<file path="src/rtl/pcileech_button_ctl.sv">
// pcileech_button_ctl: synchronises, debounces and classifies one active-low push-button
// into level and single-cycle event outputs (press/release/short/long).
`default_nettype none

module pcileech_button_ctl #(
  parameter int PARAM_DEBOUNCE_CYCLES  = 1000000,
  parameter int PARAM_LONGPRESS_CYCLES = 500000000,
  parameter int PARAM_CNT_WIDTH        = 32
) (
  input  logic                       clk,
  input  logic                       rst,
  input  logic                       sw_n,
  output logic                       btn_down,
  output logic                       btn_press,
  output logic                       btn_release,
  output logic                       btn_short,
  output logic                       btn_long,
  output logic                       btn_long_active,
  output logic [PARAM_CNT_WIDTH-1:0] hold_cnt
);

  localparam logic [PARAM_CNT_WIDTH-1:0] CNT_ONE   = PARAM_CNT_WIDTH'(1);
  localparam logic [PARAM_CNT_WIDTH-1:0] CNT_MAX   = '1;
  localparam logic [PARAM_CNT_WIDTH-1:0] DEB_LAST  = PARAM_CNT_WIDTH'(PARAM_DEBOUNCE_CYCLES - 1);
  localparam logic [PARAM_CNT_WIDTH-1:0] LONG_LAST = PARAM_CNT_WIDTH'(PARAM_LONGPRESS_CYCLES - 1);

  typedef enum logic [1:0] {
    S_IDLE = 2'd0,
    S_HELD = 2'd1,
    S_LONG = 2'd2
  } state_t;

  state_t state;

  // Synchroniser flops carry the raw pin, so a preset of 1 means "released".
  (* ASYNC_REG = "TRUE" *) logic sync1;
  (* ASYNC_REG = "TRUE" *) logic sync2;

  logic                       sync_pressed;
  logic                       deb_level;
  logic [PARAM_CNT_WIDTH-1:0] deb_cnt;
  logic [PARAM_CNT_WIDTH-1:0] hold_next;

  assign sync_pressed = ~sync2;
  assign hold_next    = (hold_cnt == CNT_MAX) ? hold_cnt : hold_cnt + CNT_ONE;

  always_ff @(posedge clk) begin
    if (rst) begin
      sync1     <= 1'b1;
      sync2     <= 1'b1;
      deb_cnt   <= '0;
      deb_level <= 1'b0;
    end else begin
      sync1 <= sw_n;
      sync2 <= sync1;
      if (sync_pressed != deb_level) begin
        if (deb_cnt == DEB_LAST) begin
          deb_level <= sync_pressed;
          deb_cnt   <= '0;
        end else begin
          deb_cnt <= deb_cnt + CNT_ONE;
        end
      end else begin
        deb_cnt <= '0;
      end
    end
  end

  // The FSM reacts to deb_level one edge later, so btn_down moves together with its pulses.
  // The threshold compare sees the pre-increment count, landing btn_long LONGPRESS cycles after press.
  always_ff @(posedge clk) begin
    if (rst) begin
      state           <= S_IDLE;
      btn_down        <= 1'b0;
      btn_press       <= 1'b0;
      btn_release     <= 1'b0;
      btn_short       <= 1'b0;
      btn_long        <= 1'b0;
      btn_long_active <= 1'b0;
      hold_cnt        <= '0;
    end else begin
      btn_press   <= 1'b0;
      btn_release <= 1'b0;
      btn_short   <= 1'b0;
      btn_long    <= 1'b0;
      case (state)
        S_IDLE: begin
          if (deb_level) begin
            btn_down  <= 1'b1;
            btn_press <= 1'b1;
            hold_cnt  <= '0;
            state     <= S_HELD;
          end
        end
        S_HELD: begin
          hold_cnt <= hold_next;
          if (!deb_level) begin
            btn_down    <= 1'b0;
            btn_release <= 1'b1;
            btn_short   <= 1'b1;
            state       <= S_IDLE;
          end else if (hold_cnt == LONG_LAST) begin
            btn_long        <= 1'b1;
            btn_long_active <= 1'b1;
            state           <= S_LONG;
          end
        end
        S_LONG: begin
          hold_cnt <= hold_next;
          if (!deb_level) begin
            btn_down        <= 1'b0;
            btn_release     <= 1'b1;
            btn_long_active <= 1'b0;
            state           <= S_IDLE;
          end
        end
        default: begin
          state <= S_IDLE;
        end
      endcase
    end
  end

endmodule

`default_nettype wire

</file>
<file path="config.mk">
export PLATFORM = sky130hd
export DESIGN_NAME = pcileech_button_ctl
export DESIGN_NICKNAME = d
export VERILOG_FILES = /design/src/rtl/pcileech_button_ctl.sv
export SDC_FILE = /design/constraint.sdc
export NUM_CORES = 1
export LEC_CHECK = 0
export CAP_MARGIN = 20
export CORE_ASPECT_RATIO = 1.1
export CORE_UTILIZATION = 35
export DETAILED_ROUTE_END_ITERATION = 10
export HOLD_SLACK_MARGIN = 0.02
export PLACE_DENSITY = 0.63
export SYNTH_ARGS = -nofsm -noshare
export SYNTH_HDL_FRONTEND = slang
export SYNTH_SLANG_ARGS = --single-unit
</file>
<file path="constraint.sdc">
create_clock -name clk -period 2.1 [get_ports clk]
set_input_delay 0.42 -clock clk [delete_from_list [all_inputs] [get_ports clk]]
set_output_delay 0.42 -clock clk [all_outputs]
set_load 0.02 [all_outputs]
</file>
==> Word-level counts from Yosys, hierarchy flattened <==
Cells that the tools add are included.
Widths: inputs -> output; s select.
{ "totals": {"regBits": 75, "latch_bits": 0, "ramBits": 0, "mem_bits_ro": 0, "inputBits": 3, "out_inout_bits": 38, "elab_cells": 64, "mem_count": 0} }
{ "classes": {"add_sub_neg": 2, "multipliers": 0, "div_mod_pow": 0, "n_lt_le_gt_ge": 0, "eq_ne": 13, "shifts": 0, "mux": 17, "n_bitwise": 6, "n_reduce_logical": 14} }
{ "ops": {"columns": ["op", "count"], "rows": [
  ["$add 32x1->32 const B", 2],
  ["$mux 32", 2],
  ["$pmux 32 s2", 1],
  ["$eq 32x20->1 const B", 1],
  ["$eq 32x29->1 const B", 1],
  ["$eq 32x32->1 const B", 1],
  ["$ne 2x2->1 const B", 6],
  ["$reduce_and 3->1", 3],
  ["$mux 2", 4],
  ["$reduce_or 2->1", 4],
  ["$mux 1", 7],
  ["$not 1->1", 6],
  ["$pmux 2 s3", 1],
  ["$reduce_or 3->1", 2],
  ["$pmux 1 s2", 2],
  ["$reduce_and 4->1", 1],
  ["$reduce_bool 2->1", 2],
  ["$ne 3x3->1 const B", 1],
  ["$eq 2x1->1 const B", 1],
  ["$eq 2x2->1 const B", 1],
  ["$logic_not 2->1", 1],
  ["$reduce_and 2->1", 1],
  ["$ne 1x1->1", 1]
]} }

==> Logic depth before layout (Yosys ltp) <==
{ "depth": {"word_depth": 4, "mapped_depth": 8, "mapped_depth_nobuf": 7} }

==> Least setup slack after synthesis <==
OpenSTA, ideal clock, no wires.
{ "synth_path": {"kind": "register to register", "start": "register hold_cnt[0]", "end": "register hold_cnt[10]", "setup_time_ns": 0.101, "arrival_ns": 2.146, "required_ns": 1.999, "path_slack_ns": -0.147, "path_stages_with_launch": 9, "path_cell_list": "dfxtp_1 -> ha_1 -> nand4_2 -> or4_1 -> buf_6 -> o31ai_4 -> buf_6 -> o21ai_0 -> o41ai_1"} }
{ "synth_between": {"elab_chain_cells": 3} }
{ "synth_rtl": {"columns": ["element", "line", "rtl"], "rows": [
  ["start: declaration", "19", "output logic [PARAM_CNT_WIDTH-1:0] hold_cnt"],
  ["start signal: assignment", "96", "hold_cnt <= hold_next;"],
  ["start signal: assignment", "109", "hold_cnt <= hold_next;"],
  ["$add 32x1->32 / $eq 32x32->1 (equally long branches)", "45", "assign hold_next = (hold_cnt == CNT_MAX) ? hold_cnt : hold_cnt + CNT_ONE;"],
  ["$mux 32 / $ne 2x2->1 (equally long branches)", null, null],
  ["$pmux 32 s2 / $reduce_and 3->1 (equally long branches)", null, null]
]} }
Parallel ways exist; a longest one is shown, timed or not. The select of a mux whose other input is x is not followed.
A chain may end at the register's enable or synchronous reset.

==> Worst setup path in the final report <==
{ "layout_path": {"start": "register hold_cnt[1]", "end": "register hold_cnt[7]"} }
The elaborated chain is that of the path after synthesis.

==> run_results.csv <==
group,metric,value,unit
outcome,status,"finished clean",
global_routing,overflow,0,
logic_synthesis,async_reset_ff_frac,0,
logic_synthesis,yosysWarnings,0,
sta,relSlewSlack,0.645,
global_routing,grt_usage,0.206,
logic_synthesis,ys.flop_type,"dfxtp_1",
finish,area_growth,35.5,%
clock_network,insertion_delay,0.34,ns
sta,hold_viol_final,0,
clock_network,clk_path_buf_depth,2,
sta,finalCriticalPeriod,2.00,ns
sta,finClkSkew,0.00613,ns
sta,fmax,500,MHz
clock_network,cts_tree,"done",
place,place_area,4800,sq um
global_routing,grt_pass1_wl,18400,um
worst_hold_path,holdCritPathClass,"flip-flop to flip-flop",
logic_synthesis,synthMuxAreaShare,0.0107,
global_routing,grt_max_degree,33,
logic_synthesis,ys_types,51,
logic_synthesis,synth-simple-area-share,0.327,
drt,drt_iter0_drc,174,
logic_synthesis,synth_top_family_by_area,"simple AND/OR/NAND/NOR gates",
pwr,p_leak,0.00185,uW
finish,finish.net_count,565,
place,port_buffers,40,
clock_network,cts_max_level,3,
sta,fin_crit_sh,0.953,
worst_setup_path,reg2reg_slack,0.1,ns
drt,firstDrtPassIters,5,
worst_setup_path,crit_required,2.35,ns
logic_synthesis,ys_ff_latch,75,
place,hpwl,7890,um
finish,reg.largest.list,"deb_cnt: 32 flops, hold_cnt: 32 flops, state: 2 flops",
die,die_area,11400,sq um
worst_setup_path,crit_fanout,7,
die,fp.dieW,102,um
worst_setup_path,endpoint_kind,"flip-flop",
sta,tightest_slew,0.528,ns
drt,drtAntennaViolNets,0,
logic_synthesis,synth_top_area_cell,"dfxtp_1",
die,row_count,39,
drt,wire_per_inst,16.0,um
logic_synthesis,synthXorXnorAreaFrac,0.0704,
clock_network,clockRootBuffer,"clkbuf_16",
drt,finalWirelength,11200,um
finish,fin_area,5230,sq um
die,die_height,112,um
sta,rsz0062_at_grt,"no",
clock_network,cts.sinks,75,
drt,vias,3892,
clock_network,cts_buffers,9,
logic_synthesis,synthCells,460,
drt,drc,0,
sta,slew_violations,0,
drt,viasPerCell,5.54,
sta,whs,0.430,ns
logic_synthesis,synth_compound_area_frac,0.146,
global_routing,grt_pass1_vias,3750,
worst_setup_path,arrival,2.26,ns
pwr,totalPowerFinal,3190,uW
logic_synthesis,yosysTopAreaCellShare,0.389,
pwr,ir_worst_vdd,0.367,mV
die,placeableCoreArea,10500,sq um
die,ios,41,
sta,finalSetupTns,0,ns
logic_synthesis,synth-seq-area-share,0.389,
die,start_util,0.366,
logic_synthesis,synth.cell_area,3860,sq um
worst_setup_path,critical_path_class,"flip-flop to flip-flop",
logic_synthesis,synthAdderAreaFrac,0.0195,
flow_run,drv_cap,0,
logic_synthesis,avgSynthCellArea,8.38,sq um
place,gp_congestion,0.910,
logic_synthesis,synth_edf_count,0,
pwr,power.density,610,nW/um^2
worst_setup_path,cp-start-kind,"flip-flop",
place,place_ws,-0.0360,ns
global_routing,antenna_found_initial,0,
logic_synthesis,syn-num-nets,469,
sta,setup_viol,0,
finish,antenna-diode-count,0,
logic_synthesis,synth_area_leaders,"dfxtp_1 39%, xor2_1 6.1%, nor2_1 4.7%",
clock_network,cts.clk_slew.worst_paths,0.06,ns
clock_network,hold_buffers,0,
sta,fin_ws,0.0985,ns
finish,drive_gt1_frac,0.198,
[power breakdown]
group / switching, uW / internal [uW] / leakage, uW
combinational: 141 / 112 / 0.00110
sequential: 8.41 / 1430 / 0.000609
clock: 588 / 904 / 0.000141
total: 737 / 2450 / 0.00185
[Yosys cell counts, drive strengths merged (11+ instances only)]
master and number:
nor4 13, nor2 49, o31ai 13, xor2 27, inv 11, and4 12, nor3 12, nand2 33
a21oi 20, dfxtp 75, clkbuf 11, nand3 29, o21ai 26, nand4 27
[layout by cell type, fill, tap and decap left out, types with 8 or more instances in the layout]
master,count
nand2_1,33
and3_1,8
a21oi_1,18
inv_1,11
xor2_1,27
dfxtp_1,68
clkdlybuf4s50_1,40
nor3_1,11
o31ai_1,12
a31oi_1,8
nor4_1,11
and4_1,11
buf_4,60
nand4_1,25
nand3_1,28
clkbuf_16,10
o21ai_0,22
nor2_1,47
[kinds of logic after synthesis]
group	after synthesis
and+or+nand+nor	227
xor gates and xnor gates	31
AOI/OAI and AO/OA	87
DFF	75
muxes	4
adders and majority gates	6
buffers and inverters	30
[routing by layer]
metal / part of all wire / track usage
met1: 0.44 / 0.265
met2: 0.48 / 0.327
met3: 0.056 / 0.0399
met4: 0.029 / 0.0990
met5: 0 / 0
[final cells by class]
cell class / instances / area, sq um
Clock buffer: 9 / 225
Clock inverter: 6 / 57.6
Fill cell: 1023 / 5320
Inverter: 11 / 41.3
Multi-Input combinational cell: 355 / 2280
Sequential cell: 75 / 1520
Tap cell: 143 / 179
Timing Repair Buffer: 104 / 931
[through the flow]
step                instances   util
floorplan                 460      -
global placement          681  0.455
detailed placement        681  0.455
CTS                       696  0.482
global route              703  0.496
finish                    703  0.496
[worst paths after layout]
kind | endpoint | depth (start not counted) | from
max reg2reg | hold_cnt[7] | 8 | hold_cnt[1]
min | sync2 | 1 | sync1
max | hold_cnt[7] | 8 | hold_cnt[1]
min reg2reg | sync2 | 1 | sync1
[critical path, cell delays in order, from the launching register on]
cell and delay, ns:
dfxtp_4 0.36, ha_4 0.15, nand4_4 0.07, or4_4 0.53, buf_8 0.15, o31ai_4 0.29, clkbuf_16 0.22, o21ai_0 0.08
o21ai_0 0.08
[timing repair]
action	4_1_cts	5_1_grt
gates resized for setup	0	18
setup buffers	0	6
endpoints found under the setup margin	0	25
Power figures use the tool's default switching activity.
